==> src/rtl/tc_pkg.sv <==
`timescale 1ns/1ps
// tc_pkg: shared constants, state type and counter sizing for the serial
// frame collector.
package tc_pkg;

   // Default number of serial bits per frame.
   localparam int TC_WIDTH_DEF = 8;

   // Capture FSM states.
   typedef enum logic {
      IDLE  = 1'b0,
      SHIFT = 1'b1
   } tc_state_e;

   // Bits needed to index a bit position 0..width-1 (never less than one).
   function automatic int tc_cnt_width(input int width);
      return (width <= 2) ? 1 : $clog2(width);
   endfunction

endpackage

==> src/rtl/tc_collect.sv <==
`timescale 1ns/1ps
// tc_collect: serial-to-parallel frame collector. Bits arrive LSB first;
// start marks bit 0. A finished frame is presented as a parallel word behind
// a single-entry output register with a valid/ready handshake.
// Optional macro TC_COLLECT_PARITY_EN adds out_par, the XOR of out_data.
//
// Handshake: out_valid/out_ready follow strict valid/ready semantics. A word
// transfers on every rising edge where both are high. While out_valid is high
// and out_ready is low, out_data (and out_par) hold steady. out_valid never
// depends combinationally on out_ready. A frame finishing while the held word
// is not being taken is dropped and raises the sticky overrun flag.
module tc_collect
   import tc_pkg::*;
#(
   parameter int WIDTH = TC_WIDTH_DEF
) (
   input  logic             t_clk,
   input  logic             r,
   input  logic             i,
   input  logic             start,
   input  logic             out_ready,
   output logic             out_valid,
   output logic [WIDTH-1:0] out_data,
`ifdef TC_COLLECT_PARITY_EN
   output logic             out_par,
`endif
   output logic             busy,
   output logic             overrun
);

   localparam int            CW   = tc_cnt_width(WIDTH);
   localparam logic [CW-1:0] LAST = CW'(WIDTH - 1);

   tc_state_e        state_q, state_d;
   logic [CW-1:0]    cnt_q, cnt_d;
   logic [WIDTH-1:0] sr_q, sr_d;
   logic [WIDTH-1:0] data_q, data_d;
   logic             valid_q, valid_d;
   logic             ovr_q, ovr_d;
   logic             complete;
   logic             load;
   logic [WIDTH-1:0] word;

   // Capture FSM: next state, bit counter and shift register.
   always_comb begin
      state_d     = state_q;
      cnt_d       = cnt_q;
      sr_d        = sr_q;
      complete    = 1'b0;
      word        = sr_q;
      word[cnt_q] = i;
      case (state_q)
         IDLE: begin
            if (start) begin
               sr_d    = '0;
               sr_d[0] = i;
               cnt_d   = CW'(1);
               state_d = SHIFT;
            end
         end
         SHIFT: begin
            // start is deliberately ignored here; i is just the next bit.
            sr_d = word;
            if (cnt_q == LAST) begin
               complete = 1'b1;
               cnt_d    = '0;
               state_d  = IDLE;
            end else begin
               cnt_d = cnt_q + CW'(1);
            end
         end
         default: begin
            state_d = IDLE;
         end
      endcase
   end

   // Output register: load on completion when the slot is free or being
   // drained this edge, otherwise drop the word and flag overrun.
   always_comb begin
      data_d  = data_q;
      valid_d = valid_q;
      ovr_d   = ovr_q;
      load    = 1'b0;
      if (complete) begin
         if (!valid_q || out_ready) begin
            load    = 1'b1;
            data_d  = word;
            valid_d = 1'b1;
         end else begin
            ovr_d = 1'b1;
         end
      end else if (valid_q && out_ready) begin
         valid_d = 1'b0;
      end
   end

   // State and output registers, cleared asynchronously by r.
   always_ff @(posedge t_clk or posedge r) begin
      if (r) begin
         state_q <= IDLE;
         cnt_q   <= '0;
         sr_q    <= '0;
         data_q  <= '0;
         valid_q <= 1'b0;
         ovr_q   <= 1'b0;
      end else begin
         state_q <= state_d;
         cnt_q   <= cnt_d;
         sr_q    <= sr_d;
         data_q  <= data_d;
         valid_q <= valid_d;
         ovr_q   <= ovr_d;
      end
   end

`ifdef TC_COLLECT_PARITY_EN
   logic par_q;

   // Parity of the word, captured on the same edge that loads out_data.
   always_ff @(posedge t_clk or posedge r) begin
      if (r) begin
         par_q <= 1'b0;
      end else if (load) begin
         par_q <= ^word;
      end
   end

   assign out_par = par_q;
`endif

   assign out_valid = valid_q;
   assign out_data  = data_q;
   assign busy      = (state_q == SHIFT);
   assign overrun   = ovr_q;

endmodule

==> config.mk <==
export PLATFORM = sky130hd
export DESIGN_NAME = tc_collect
export DESIGN_NICKNAME = d
export VERILOG_FILES = /design/src/rtl/tc_pkg.sv /design/src/rtl/tc_collect.sv
export SDC_FILE = /design/constraint.sdc
export NUM_CORES = 1
export LEC_CHECK = 0
export BUFFER_PORTS_ARGS = -buffer_cell sky130_fd_sc_hd__buf_2
export CORE_AREA = 2 2 49 51
export DETAILED_ROUTE_END_ITERATION = 16
export DIE_AREA = 0 0 51 53
export GPL_ROUTABILITY_DRIVEN = 0
export GPL_TIMING_DRIVEN = 0
export PLACE_DENSITY = 0.73
export SLEW_MARGIN = 20
export SYNTH_ARGS = -nofsm -noshare
export SYNTH_HDL_FRONTEND = slang
export SYNTH_SLANG_ARGS = --single-unit
export TNS_END_PERCENT = 100
==> constraint.sdc <==
create_clock -name t_clk -period 3.8 [get_ports t_clk]
set_input_delay 0.38 -clock t_clk [delete_from_list [all_inputs] [get_ports t_clk]]
set_output_delay 0.38 -clock t_clk [all_outputs]
set_load 0.01 [all_outputs]
Word level (Yosys, flattened, before mapping)
Cells that the tools add are included.

operators by class
  eq/ne operators = 3
  $lt $le $gt $ge = 2
  reduce and logical (&&, ||, !) cells = 8
  bitwise operators = 2
  add/sub/neg operators = 1
  multiplexer cells = 16

operators with widths
  kind                                                                number
  case mux 8 bit (2 select lines)                                     1
  bitwise mux 8 bit                                                   1
  2-to-1 mux 1 bit                                                    8
  2-to-1 mux 8 bit                                                    1
  2-to-1 mux 3 bit                                                    2
  case mux 3 bit (2 select lines)                                     1
  AND reduction 2 bit                                                 3
  < comparator 3 x 4 -> 1 bit (second input constant)                 1
  adder 3 x 1 -> 3 bit (second input constant)                        1
  demux 1 bit (select 3 bit)                                          1
  == test 3 bit (second input constant)                               1
  greater-or-equal comparator 3 x 1 -> 1 bit (second input constant)  1
  logical AND 1 bit                                                   2
  != test 2 x 1 -> 1 bit (second input constant)                      1
  != test 2 bit (second input constant)                               1
  inverter 1 bit                                                      2
  case mux 1 bit (2 select lines)                                     1
  nonzero test 2 bit                                                  1
  zero test 1 bit                                                     1
  logical OR 1 bit                                                    1

word-level totals
  bits in registers = 22
  input bits = 5
  output and inout port bits = 11
  word-level logic and storage cells = 38

Logic depth before layout (Yosys ltp)
  word-level depth = 6
  mapped depth = 7
  depth with buffers taken out = 5

Worst setup path after synthesis
No wires, ideal clock.

  path type = reg-to-reg
  start = register cnt_q[0]
  end = register data_q[7], in the netlist out_data[7]
  period minus slack after synthesis = 1.547 ns
  required time = 3.718 ns
  path buffers = 2
  setup time = 0.082 ns
  stages on the path, launching flop included = 8
  arrival = 1.466 ns
  setup slack = 2.253 ns
  cells stage by stage = dfrtp_1 -> ha_1 -> ha_1 -> and2_1 -> buf_2 -> and2_1 -> buf_2 -> a31oi_1

between the ends
  word-level cells in the longest chain between the ends = 5
  elaborated cells on any way between the ends = 10
  classes of those cells = order compare: 2; eq/ne: 1; mux: 5; reduce/logical: 2

RTL lines
  what                                                                                                                    line               text
  from (decl)                                                                                                             tc_collect.sv:35   logic [CW-1:0] cnt_q, cnt_d;
  from (signal assigned)                                                                                                  tc_collect.sv:109  cnt_q <= cnt_d;
  < comparator 3 x 4 -> 1 bit (implied by the code) / greater-or-equal comparator 3 x 1 -> 1 bit (equally long branches)  tc_collect.sv:51   word[cnt_q] = i;
  logical AND 1 bit (implied by the code)                                                                                 tc_collect.sv:51
  2-to-1 mux 1 bit (implied by the code)                                                                                  tc_collect.sv:51
  demux 1 bit (select 3 bit)                                                                                              tc_collect.sv:51
  bitwise mux 8 bit                                                                                                       tc_collect.sv:51
  to (signal assigned)                                                                                                    tc_collect.sv:111  data_q <= data_d;
  to (decl)                                                                                                               tc_collect.sv:37   logic [WIDTH-1:0] data_q, data_d;

Several ways; a longest one is shown, not always the timed one.
A chain may end at the register's enable or synchronous reset.

Worst setup path after layout
  start = register cnt_q[0]
  end = register data_q[5], in the netlist out_data[5]

The elaborated chain is that of the path after synthesis.

==> summary.md <==
| Metric | Value |
|---|---|
| Outcome | `complete, no violations` |
| Most frequent cells in the layout | `a21oi_1, dfrtp_1, buf_2` |
| Crit path largest cell delay | `0.42 ns` |
| Hold Path Class | `in2async` |
| # DRC | `0` |
| Reg-to-reg endpoint | `out_data[5]$_DFFE_PP0P_` |
| Mean post-synth cell area | `10.4 µm²` |
| Die height | `53 µm` |
| Worst-Margin Slew | `0.824 ns` |
| Initial DRC Count | `12` |
| Min Tclk post-route | `1.72 ns` |
| Via count | `831` |
| Mapped Nets | `116` |
| PostCTS Resize Cnt | `0` |
| Pre-CTS setup slack | `2.09 ns` |
| Final global-route overflow total | `0` |
| Cell count after synthesis | `108` |
| Port Buf Inserts | `14` |
| H-tree depth | `1` |
| Seq/Total Area, Yosys | `49.2%` |
| Longest Clk Path Bufs | `2` |
| RSZ-0062 raised after global routing | `no` |
| Share of cells above drive strength 1 | `24.0%` |
| Dpl hpwl | `1450 µm` |
| CP Launch Type | `register` |
| Synth area leaders | `dfrtp_1, a21oi_1, mux2i_1, ha_1, o22ai_1` |
| EDFF count, synth | `0` |
| GRT Util Overall | `17.5%` |
| Core region area | `2150 µm²` |
| Int Power | `0.657 mW` |
| Worst hold margin | `0.214 ns` |
| Initial Util | `52.1%` |
| Critical path's top delay family | `adder cells` |
| Worst Path Max Fanout | `9` |
| Max cap viols | `0` |
| Fin cells | `153` |
| Total power | `1.10 mW` |
| Initial antenna violation count | `0` |
| Avg Vias per Cell | `5.43` |
| Final Slew Violations | `0` |
| Post-CTS Setup Bufs | `0` |
| CTS Sinks | `22` |
| DRT Pass-1 Iters | `4` |
| WP data arrival | `1.95 ns` |
| Critical path cell sequence | `ha_1 > ha_1 > and2_1 > buf_2 > and2_1 > buf_2 > a21oi_1` |
| Yosys top cell area share | `49.2%` |
| WP buf/inv | `2` |
| Layout Utilization | `58.0%` |
| Setup crit end kind | `register` |
| Final setup vio count | `0` |
| Post-route design area | `1250 µm²` |
| Register-to-Register Path Depth | `7` |
| TritonCTS buffer count | `3` |
| Flops & latches, synth | `22` |
| Fin. Hold Viols | `0` |
| Tcrit/Tclk final | `45.2%` |
| Hold Buf Count CTS | `0` |
| CTS tree | `done` |
| Nets | `135` |
| Leak | `0.610 nW` |
| Max IR drop VDD | `0.402 mV` |
| N_diodes | `0` |
| Ys Warns | `0` |
| DR WL/cell | `13.3 µm` |
| Netlist Area Pre-Place | `1120 µm²` |
| Post-route setup slack | `2.08 ns` |
| Slowest cell on crit path | `dfrtp_1` |
| Setup TNS | `0 ns` |
| Area delta synth->final | `11.4%` |
| Dpl cells | `150` |
| Fmax | `583 MHz` |
| Power per cell area | `879 nW/µm²` |
| Sequential share of power | `37.0%` |
| Dominant synthesized flop cell | `dfrtp_1` |
| Synth area leader | `dfrtp_1` |
| Psw | `0.438 mW` |
| Clock Pin Slew Worst Setup and Hold Paths | `0.12 ns` |
| Max_slew headroom | `45.0%` |
| # IOs | `16` |
| Die Wd | `51 µm` |
| WL final | `2030 µm` |
| Clock share of power | `9.5%` |
| Distinct cells, synth | `23` |
| Sw Ratio | `40.0%` |
| Vias in the first global route | `741` |
| WS Path Type | `reg2reg` |
| FF-to-FF Start | `cnt_q[0]$_DFFE_PP0P_` |
| Cell Area, Placed | `1220 µm²` |
| Die ar. | `2700 µm²` |
| # rows | `17` |
| Gate power share | `53.6%` |
| Reg-to-reg setup timing slack | `2.08 ns` |
| Clk root buf | `clkbuf_4` |
| Worst skew pair latency | `0.30 ns` |
| Fillers | `197` |
| Clock Skew | `0.00491 ns` |
| First-pass GRT wire length | `3450 µm` |
| Largest net degree at the start of global routing | `23` |
| ANT nets after route | `0` |
| WP data required | `4.03 ns` |
| Async SR Flop Fraction | `100%` |
power groups by stage:
stage          combinational (mW)  sequential, mW  clock (mW)
2_1_floorplan               0.415           0.435           0
3_3_place_gp                0.572           0.406           0
3_5_place_dp                0.586           0.411           0
4_1_cts                     0.590           0.407       0.106
5_1_grt                     0.654           0.418       0.118
6_report                    0.587           0.405       0.104
cell type report:
class	count	area [µm²]	share of cell area (%)
plain buffers	9	61.3	4.92
clock buffers	3	22.5	1.81
inverters	8	30.0	2.41
multi-input cells	69	477	38.3
flip-flops and latches	22	551	44.2
well taps	28	35.0	2.81
repair buffers	14	70.1	5.62
how the worst max path moves through the flow:
stage / start / end / depth (start not counted)
2_1_floorplan: cnt_q[0]$_DFFE_PP0P_ / out_data[7]$_DFFE_PP0P_ / 7
3_3_place_gp: cnt_q[0]$_DFFE_PP0P_ / out_data[7]$_DFFE_PP0P_ / 7
3_5_place_dp: cnt_q[0]$_DFFE_PP0P_ / out_data[5]$_DFFE_PP0P_ / 7
4_1_cts: cnt_q[0]$_DFFE_PP0P_ / out_data[5]$_DFFE_PP0P_ / 7
5_1_grt: cnt_q[0]$_DFFE_PP0P_ / out_data[5]$_DFFE_PP0P_ / 7
6_report: cnt_q[0]$_DFFE_PP0P_ / out_data[5]$_DFFE_PP0P_ / 7
Yosys cell counts, drive strengths merged, types with 2 or more instances:
library cell and instances:
a31oi 2, dfrtp 22, inv 8, nand2 5
mux2i 9, nand2b 3, nand3b 4, buf 7
clkbuf 2, ha 3, a21oi 22, o21ai 3
o22ai 6, and2 2, or3b 3
worst register-to-register path: stages, from the launching register on:
cell and delay (ns):
dfrtp_1 0.42, ha_1 0.23, ha_1 0.21, and2_1 0.14
buf_2 0.16, and2_1 0.16, buf_2 0.16, a21oi_1 0.16
state kept, by name, indices dropped and copies added, names as in the netlist:
signal and count:
cnt_q 3, overrun 1, out_data 8, sr_q 8, out_valid 1, busy 1
layer usage:
metal	routed length [µm]	GRT usage (%)	up-vias
li1	-	-	415
met2	903	27.3	16
met4	22	6.76	0
met3	78	3.39	4
met5	0	0	-
met1	1030	24.1	396
cells by family (layout without fill, tap and decap cells):
kind of cell	Yosys count	in the layout	synth area share, %
flops	22	22	49.2
compound gates	35	35	17.2
mux	10	10	9.06
buf+inv	17	34	8.17
simple gates	21	21	13.0
fa+ha+maj	3	3	3.36
Power figures use the tool's default switching activity.
